`config.mk`:
```
export PLATFORM = sky130hd
export DESIGN_NAME = config_sequencer
export DESIGN_NICKNAME = d
export VERILOG_FILES = /design/src/rtl/config_sequencer.sv
export SDC_FILE = /design/constraint.sdc
export NUM_CORES = 1
export LEC_CHECK = 0
export ABC_AREA = 1
export CAP_MARGIN = 20
export CORE_MARGIN = 10
export CORE_UTILIZATION = 31
export CTS_BUF_LIST = sky130_fd_sc_hd__clkbuf_16
export DETAILED_ROUTE_END_ITERATION = 16
export GPL_TIMING_DRIVEN = 1
export SLEW_MARGIN = 5
export SYNTH_ARGS = -nofsm -noshare
export SYNTH_HDL_FRONTEND = slang
export SYNTH_SLANG_ARGS = --single-unit
```
`constraint.sdc`:
```
create_clock -name clk -period 1.73 [get_ports clk]
set_input_delay 0.2595 -clock clk [delete_from_list [all_inputs] [get_ports clk]]
set_output_delay 0.2595 -clock clk [all_outputs]
set_load 0.1 [all_outputs]
```
`src/rtl/config_sequencer.sv`:
```
// config_sequencer
//   Streams a configuration bitstream from a valid/ready word stream onto the
//   tile array's shared config bus. Load format: header (pair count in [15:0]),
//   count x {addr, data}, then an XOR checksum trailer over all addr/data words.
//   Each write appears on the bus for exactly one cycle.
//
// Ports
//   clk           : rising-edge clock
//   reset         : asynchronous active-low reset
//   start         : begin a load (honoured only while idle)
//   in_data       : bitstream word
//   in_valid      : in_data valid
//   in_ready      : word accepted this cycle when in_valid is also high
//   config_addr   : {target[31:16], tile_id[15:0]}, IDLE_ADDR when no write
//   config_data   : write data, 0 when no write
//   config_strobe : high for the single cycle a write is on the bus
//   busy          : load in progress
//   done          : one-cycle pulse on a successful load
//   error         : sticky load error, cleared by the next accepted start
//   write_count   : writes issued in the current or last load
module config_sequencer #(
    parameter logic [31:0] IDLE_ADDR = 32'hFFFF_FFFF,
    parameter int unsigned MAX_COUNT = 1024
) (
    input  logic        clk,
    input  logic        reset,
    input  logic        start,
    input  logic [31:0] in_data,
    input  logic        in_valid,
    output logic        in_ready,
    output logic [31:0] config_addr,
    output logic [31:0] config_data,
    output logic        config_strobe,
    output logic        busy,
    output logic        done,
    output logic        error,
    output logic [15:0] write_count
);

    typedef enum logic [2:0] {
        S_IDLE,
        S_HDR,
        S_ADDR,
        S_DATA,
        S_WRITE,
        S_CHK,
        S_DONE,
        S_ERR
    } state_e;

    state_e      state_q, state_d;
    logic [31:0] addr_q, addr_d;
    logic [15:0] remaining_q, remaining_d;
    logic [31:0] csum_q, csum_d;
    logic [31:0] config_addr_q, config_addr_d;
    logic [31:0] config_data_q, config_data_d;
    logic        config_strobe_q, config_strobe_d;
    logic        busy_q, busy_d;
    logic        done_q, done_d;
    logic        error_q, error_d;
    logic [15:0] write_count_q, write_count_d;

    logic        xfer;
    logic [15:0] hdr_count;
    logic        hdr_bad;

    // in_ready is the only output decoded directly from state
    assign in_ready  = (state_q == S_HDR) || (state_q == S_ADDR) ||
                       (state_q == S_DATA) || (state_q == S_CHK);
    assign xfer      = in_valid && in_ready;
    assign hdr_count = in_data[15:0];
    assign hdr_bad   = (hdr_count == 16'd0) || (32'(hdr_count) > MAX_COUNT);

    always_comb begin
        state_d         = state_q;
        addr_d          = addr_q;
        remaining_d     = remaining_q;
        csum_d          = csum_q;
        error_d         = error_q;
        write_count_d   = write_count_q;
        // Bus defaults to idle; only an accepted data word drives a write,
        // so stalls and the cycle after WRITE leave it idle automatically.
        config_addr_d   = IDLE_ADDR;
        config_data_d   = '0;
        config_strobe_d = 1'b0;

        unique case (state_q)
            S_IDLE: begin
                if (start) begin
                    state_d       = S_HDR;
                    error_d       = 1'b0;
                    write_count_d = '0;
                    remaining_d   = '0;
                    csum_d        = '0;
                end
            end
            S_HDR: begin
                if (xfer) begin
                    if (hdr_bad) begin
                        state_d = S_ERR;
                    end else begin
                        remaining_d = hdr_count;
                        state_d     = S_ADDR;
                    end
                end
            end
            S_ADDR: begin
                if (xfer) begin
                    addr_d  = in_data;
                    csum_d  = csum_q ^ in_data;
                    state_d = S_DATA;
                end
            end
            S_DATA: begin
                if (xfer) begin
                    csum_d          = csum_q ^ in_data;
                    config_addr_d   = addr_q;
                    config_data_d   = in_data;
                    config_strobe_d = 1'b1;
                    state_d         = S_WRITE;
                end
            end
            S_WRITE: begin
                write_count_d = write_count_q + 16'd1;
                remaining_d   = remaining_q - 16'd1;
                state_d       = (remaining_q == 16'd1) ? S_CHK : S_ADDR;
            end
            S_CHK: begin
                if (xfer) begin
                    state_d = (in_data == csum_q) ? S_DONE : S_ERR;
                end
            end
            S_DONE: begin
                state_d = S_IDLE;
            end
            S_ERR: begin
                error_d = 1'b1;
                state_d = S_IDLE;
            end
            default: begin
                state_d = S_IDLE;
            end
        endcase

        busy_d = (state_d != S_IDLE);
        done_d = (state_d == S_DONE);
    end

    always_ff @(posedge clk or negedge reset) begin
        if (!reset) begin
            state_q         <= S_IDLE;
            addr_q          <= '0;
            remaining_q     <= '0;
            csum_q          <= '0;
            config_addr_q   <= IDLE_ADDR;
            config_data_q   <= '0;
            config_strobe_q <= 1'b0;
            busy_q          <= 1'b0;
            done_q          <= 1'b0;
            error_q         <= 1'b0;
            write_count_q   <= '0;
        end else begin
            state_q         <= state_d;
            addr_q          <= addr_d;
            remaining_q     <= remaining_d;
            csum_q          <= csum_d;
            config_addr_q   <= config_addr_d;
            config_data_q   <= config_data_d;
            config_strobe_q <= config_strobe_d;
            busy_q          <= busy_d;
            done_q          <= done_d;
            error_q         <= error_d;
            write_count_q   <= write_count_d;
        end
    end

    assign config_addr   = config_addr_q;
    assign config_data   = config_data_q;
    assign config_strobe = config_strobe_q;
    assign busy          = busy_q;
    assign done          = done_q;
    assign error         = error_q;
    assign write_count   = write_count_q;

endmodule

```
# ---- After elaboration in Yosys (flattened, before gate mapping)
# Cells that the tools add are included.
dict set report op_classes {
  add_sub_neg 2
  multipliers 0
  div 0
  order_cmp 1
  eq_ne 14
  shift 0
  muxes 25
  bitwise 1
  reduce_logical 19
}
# cell n
set ops {}
lappend ops {{$mux W32} 6}
lappend ops {{$pmux W32 S2} 1}
lappend ops {{$mux W16} 3}
lappend ops {{$pmux W16 S3} 1}
lappend ops {{$eq A32 B32 Y1} 1}
lappend ops {{$pmux W16 S2} 1}
lappend ops {{$xor A32 B32 Y32} 1}
lappend ops {{$mux W3} 7}
lappend ops {{$pmux W3 S7} 1}
lappend ops {{$add A16 B1 Y16 const B} 1}
lappend ops {{$eq A16 B1 Y1 const B} 1}
lappend ops {{$gt A16 B11 Y1 const B} 1}
lappend ops {{$logic_not A16 Y1} 1}
lappend ops {{$sub A16 B1 Y16 const B} 1}
lappend ops {{$eq A3 B3 Y1 const B} 5}
lappend ops {{$eq A3 B2 Y1 const B} 2}
lappend ops {{$ne A2 B2 Y1 const B} 3}
lappend ops {{$reduce_and A2 Y1} 3}
lappend ops {{$reduce_bool A2 Y1} 3}
lappend ops {{$reduce_bool A3 Y1} 2}
lappend ops {{$logic_or A1 B1 Y1} 4}
lappend ops {{$mux W1} 4}
lappend ops {{$reduce_and A4 Y1} 1}
lappend ops {{$reduce_or A2 Y1} 2}
lappend ops {{6 further kinds} 6}
dict set report word_totals {
  ff_bits 167
  latch_bits 0
  ramBits 0
  romBits 0
  input_bits 36
  out_inout_bits 85
  word_cells 73
  n_memories 0
}

# ---- Longest topological paths before layout
dict set report depth {
  ltp_word 8
  ltp_mapped 14
  mapped_depth_nobuf 14
}

# ---- Least setup slack after synthesis
# Ideal clock, no wire load.
dict set report synth_path {
  path_type {reg2reg}
  start {register write_count_q[0], in the netlist write_count[0]}
  end {register write_count_q[12], in the netlist write_count[12]}
  setup_time_ns 0.131
  arrival_ns 2.162
  required_time_ns 1.599
  setup_slack_ns -0.563
  path_stages_with_launch 9
  path_buffers 0
  period_less_slack_ns 2.293
  path_cell_list {dfrtp_1 -> ha_1 -> nand3_1 -> nor3_2 -> nand2_1 -> nor2_1 -> nand2_1 -> o211ai_1 -> o21ai_0}
}
dict set report synth_between {
  elab_chain_len 2
}
# element line_no
set synth_rtl {}
lappend synth_rtl {{start, declared} 61} ;# logic [15:0] write_count_q, write_count_d;
lappend synth_rtl {{start signal, assigned} 173} ;# write_count_q <= write_count_d;
lappend synth_rtl {{$add A16 B1 Y16} 124} ;# write_count_d = write_count_q + 16'd1;
lappend synth_rtl {{$pmux W16 S2} 87} ;# unique case (state_q)
# No other way between the ends.
# A chain may end at the register's enable or synchronous reset.

# ---- Worst setup path after layout
dict set report layout_path {
  start {register write_count_q[1], in the netlist write_count[1]}
  end {register write_count_q[15], in the netlist write_count[15]}
}
# Same word-level chain as after synthesis.

==> results by group <==
CTS
  • Clock Path Buffers: 2
  • CTS root buf: clkbuf_16
  • Clock latency of the later-clocked register in the worst-skew pair: around 0.43 ns
  • Worst-path clk slew: about 0.060 ns
  • CTS tree: built
  • H-tree levels: 4
  • Inserted Clock Buffers: 17
  • CTS Sinks: ~170

Synth
  • Avg Inst Size Synth: 8.940 µm²
  • Seq cells post-synth: roughly 170
  • Post-synthesis sequential area ratio: 57.42%
  • Syn_nets: around 860
  • Synth warn: 0
  • Synth cell types: slightly above 40
  • Synth Instances: ~820
  • Post-synthesis cell area: about 7300 µm²

Placed design
  • Placed insts: ~1300
  • DP HPWL: 14450 µm
  • RePlAce Congestion: 0.8421
  • Area after DPL: approximately 11000 µm²
  • Number of port buffers: between 100 and 150

Routing
  • DRC violations left: 0
  • DRT iter0 DRCs: roughly 390
  • Routed Antenna Nets: 0
  • First-pass DRT Iterations: 5
  • Via-to-Cell Ratio: approximately 4.4
  • DR vias: 6039
  • Final WL: between 15000 and 20000 µm
  • Routed WL per cell: roughly 14 µm

STA
  • Worst Max-Slew Pin Slew: roughly 0.36 ns
  • Max-slew violations: 0
  • Final setup viols: 0
  • Hold slack: around 0.23 ns
  • Unrepaired setup endpoints after global routing: true
  • Post-layout min period: between 1.5 and 2 ns
  • Period utilization: ~95%
  • Hold Fails Final Rpt: 0
  • Slew HR: 75.72%
  • FMAX: between 0.6 and 0.7 GHz
  • Final Skew: approximately 0.016 ns

Critical path
  • Worst r2r path cells: 9
  • CP Data Arrival Time: approximately 2.0 ns
  • Worst path cell trace: nand3_1 > nor2_1 > nand2_1 > nor2_2 > inv_2 > nor2_4 > nand2_2 > nor2_4 > mux2i_1
  • Required time of the critical path: 2.06 ns
  • Most frequent cell on the critical path: nor2_4
  • Crit Path Category: reg2reg
  • Crit start category: flop
  • Crit path max fanout: 4
  • CP Capture Type: flop
  • Crit path max-delay cell type: dfrtp_4
  • Largest stage delay, worst path: between 0.4 and 0.5 ns

Global routing
  • Initial antenna violation count: 0
  • First-pass GRT wire length: 32140 µm
  • Tot GR Track Use: about an eighth
  • Largest net degree at the start of global routing: 52
  • Vias in the first global route: between 6000 and 7000
  • Global route overflow: 0

Floorplanning
  • Die area: 30260 µm²
  • Starting density of the core: 31.40%
  • Die Y-Extent: between 150 and 200 µm
  • I/O Pins: ~120
  • Core Box Area: 23400 µm²
  • Die Wd: 174.0 µm
  • FP Rows: 56

Final layout
  • Layout area overhead: 54.10%
  • Share of layout cells above drive strength 1: 32.16%
  • Final Non-Filler Cells: between 1000 and 1500
  • Layout Utilization: about half
  • Area of the multi-input gates: 2833 µm²
  • Fillers: 2204
  • Register area: between 4000 and 5000 µm²
  • Nets@finish: around 1100
  • ANT cells: 0
  • Final Instance Area: around 11000 µm²

Power and ir drop
  • Static Leak: 5.304 nW
  • Maximum vdd drop: roughly 0.9 mV
  • Power Density: about 1600 nW/µm²
  • Total power: approximately 18 mW

Flow run
  • Max Cap Viol: 0

Worst hold path
  • Worst hold stages: 3
  • Worst Hold Class: in2reg

Run status
  • Status: complete, no violations
## metal layers
layer | up-vias | share of wire (%) | global-route usage (%)
met5 | - | 0 | 0
met1 | 2843 | 46 | 16.80
met4 | 0 | 1.5 | 3.990
li1 | 3056 | - | -
met2 | 124 | 46 | 20.49
met3 | 16 | 5.8 | 3.965
## power breakdown
| group | switching, mW | leakage [nW] | internal, mW |
|---|---|---|---|
| Combinational | 5.28 | 2.93 | 3.30 |
| Clock | 1.60 | 0.262 | 1.84 |
| Sequential | 0.707 | 2.12 | 5.07 |
| Total | 7.58 | 5.30 | 10.2 |
## cell families after synthesis
family,after synthesis,synth area share [%]
AND/OR/NAND/NOR,377,22.39
flip-flops,167,57.42
buffers and inverters,123,6.675
AO/OA/AOI/OAI,122,8.974
XOR/XNOR,16,1.907
multiplexers,14,2.128
adder cells (fa/ha/maj),3,0.5109
## cell usage after synthesis (all sizes together)
cell type    n  area share [%]
o22ai        8            0.68
or2         32             2.7
nand4       23             2.0
dfrtp      135              46
xnor2       15             1.8
mux2i        1            0.14
clkbuf      12            0.61
dfstp       32              11
o32ai        2            0.24
a22o         2            0.24
a32oi        1            0.12
a21oi       17             1.2
nor3         8            0.75
a22oi        1            0.10
nor2       104             5.7
nand2      190             9.8
o31ai        3            0.31
o21ai       83             5.7
nor4         2            0.17
a31oi        3            0.26
mux2        13             2.0
buf         14             1.1
inv         97             5.0
o211ai       1            0.10
o2111ai      1            0.12
ha           3            0.51
nand3       18             1.3
xor2         1            0.12
## worst max-delay path, delay by kind of cell (launching register included)
family	cells	cell delay, ns
simple gates	7	0.86
flops	1	0.44
mux	1	0.18
buf+inv	1	0.07
## placed cells by master, fill, tap and decap left out, drive strengths merged
master | netlist | routed
nor3 | 8 | 8
nand3 | 18 | 18
clkinv | 0 | 4
nor4 | 2 | 2
ha | 3 | 3
a32oi | 1 | 1
dlymetal6s2s | 0 | 2
or2 | 32 | 32
mux2i | 1 | 1
a22oi | 1 | 1
inv | 97 | 105
o211ai | 1 | 1
nor2 | 104 | 104
o21ai | 83 | 83
dlygate4sd3 | 0 | 1
o32ai | 2 | 2
xor2 | 1 | 1
mux2 | 13 | 13
a22o | 2 | 2
xnor2 | 15 | 15
o31ai | 3 | 3
a21oi | 17 | 17
clkinvlp | 0 | 3
clkbuf | 12 | 17
dfrtp | 135 | 135
nand2 | 190 | 190
buf | 14 | 188
dfstp | 32 | 32
clkdlybuf4s50 | 0 | 32
a31oi | 3 | 3
o2111ai | 1 | 1
nand4 | 23 | 23
o22ai | 8 | 8
## path summary, 6_finish.rpt
kind / slack (ns) / endpoint / from
setup / recovery: 0.09 / write_count[15] / write_count[1]
hold / removal: 0.23 / remaining_q[5] / in_data[5]
setup reg to reg: 0.09 / write_count[15] / write_count[1]
hold reg to reg: 0.46 / config_addr[15] / addr_q[15]
max in group asynchronous: 0.78 / config_addr[3] / reset
min in group asynchronous: 0.31 / config_data[17] / reset
## layout make-up
cell class                      instances  area share [%]
Sequential cell                       167           37.47
Timing Repair Buffer                  223           26.06
Multi-Input combinational cell        532           25.02
Clock buffer                           17           3.757
Tap cell                              319           3.525
Inverter                               97           3.260
Clock inverter                         15          0.9171
## sequential cells by signal, summed over array words and instances (netlist names)
register	flops
addr_q	32
busy	1
config_addr	32
config_data	32
config_strobe	1
csum_q	32
done	1
error	1
remaining_q	16
state_q	3
write_count	16
## stage by stage
step | setup slack, ns | TNS, ns
4_1_cts | 0.02832 | 0
3_5_place_dp | -0.3148 | -5.226
3_3_place_gp | -0.2909 | -4.633
6_report | 0.08782 | 0
2_1_floorplan | -0.04338 | -0.1079
5_1_grt | -0.02500 | -0.05744
## timing repair
item / 4_1_cts / 5_1_grt
endpoints found under the hold margin: 29 / 0
hold buffers: 1 / 0
gates resized for setup: 2 / 49
pin swaps: 0 / 12
cloned: 0 / 0
setup endpoints to repair: 1 / 18
buffers inserted: 0 / 7
Power figures use the tool's default switching activity.
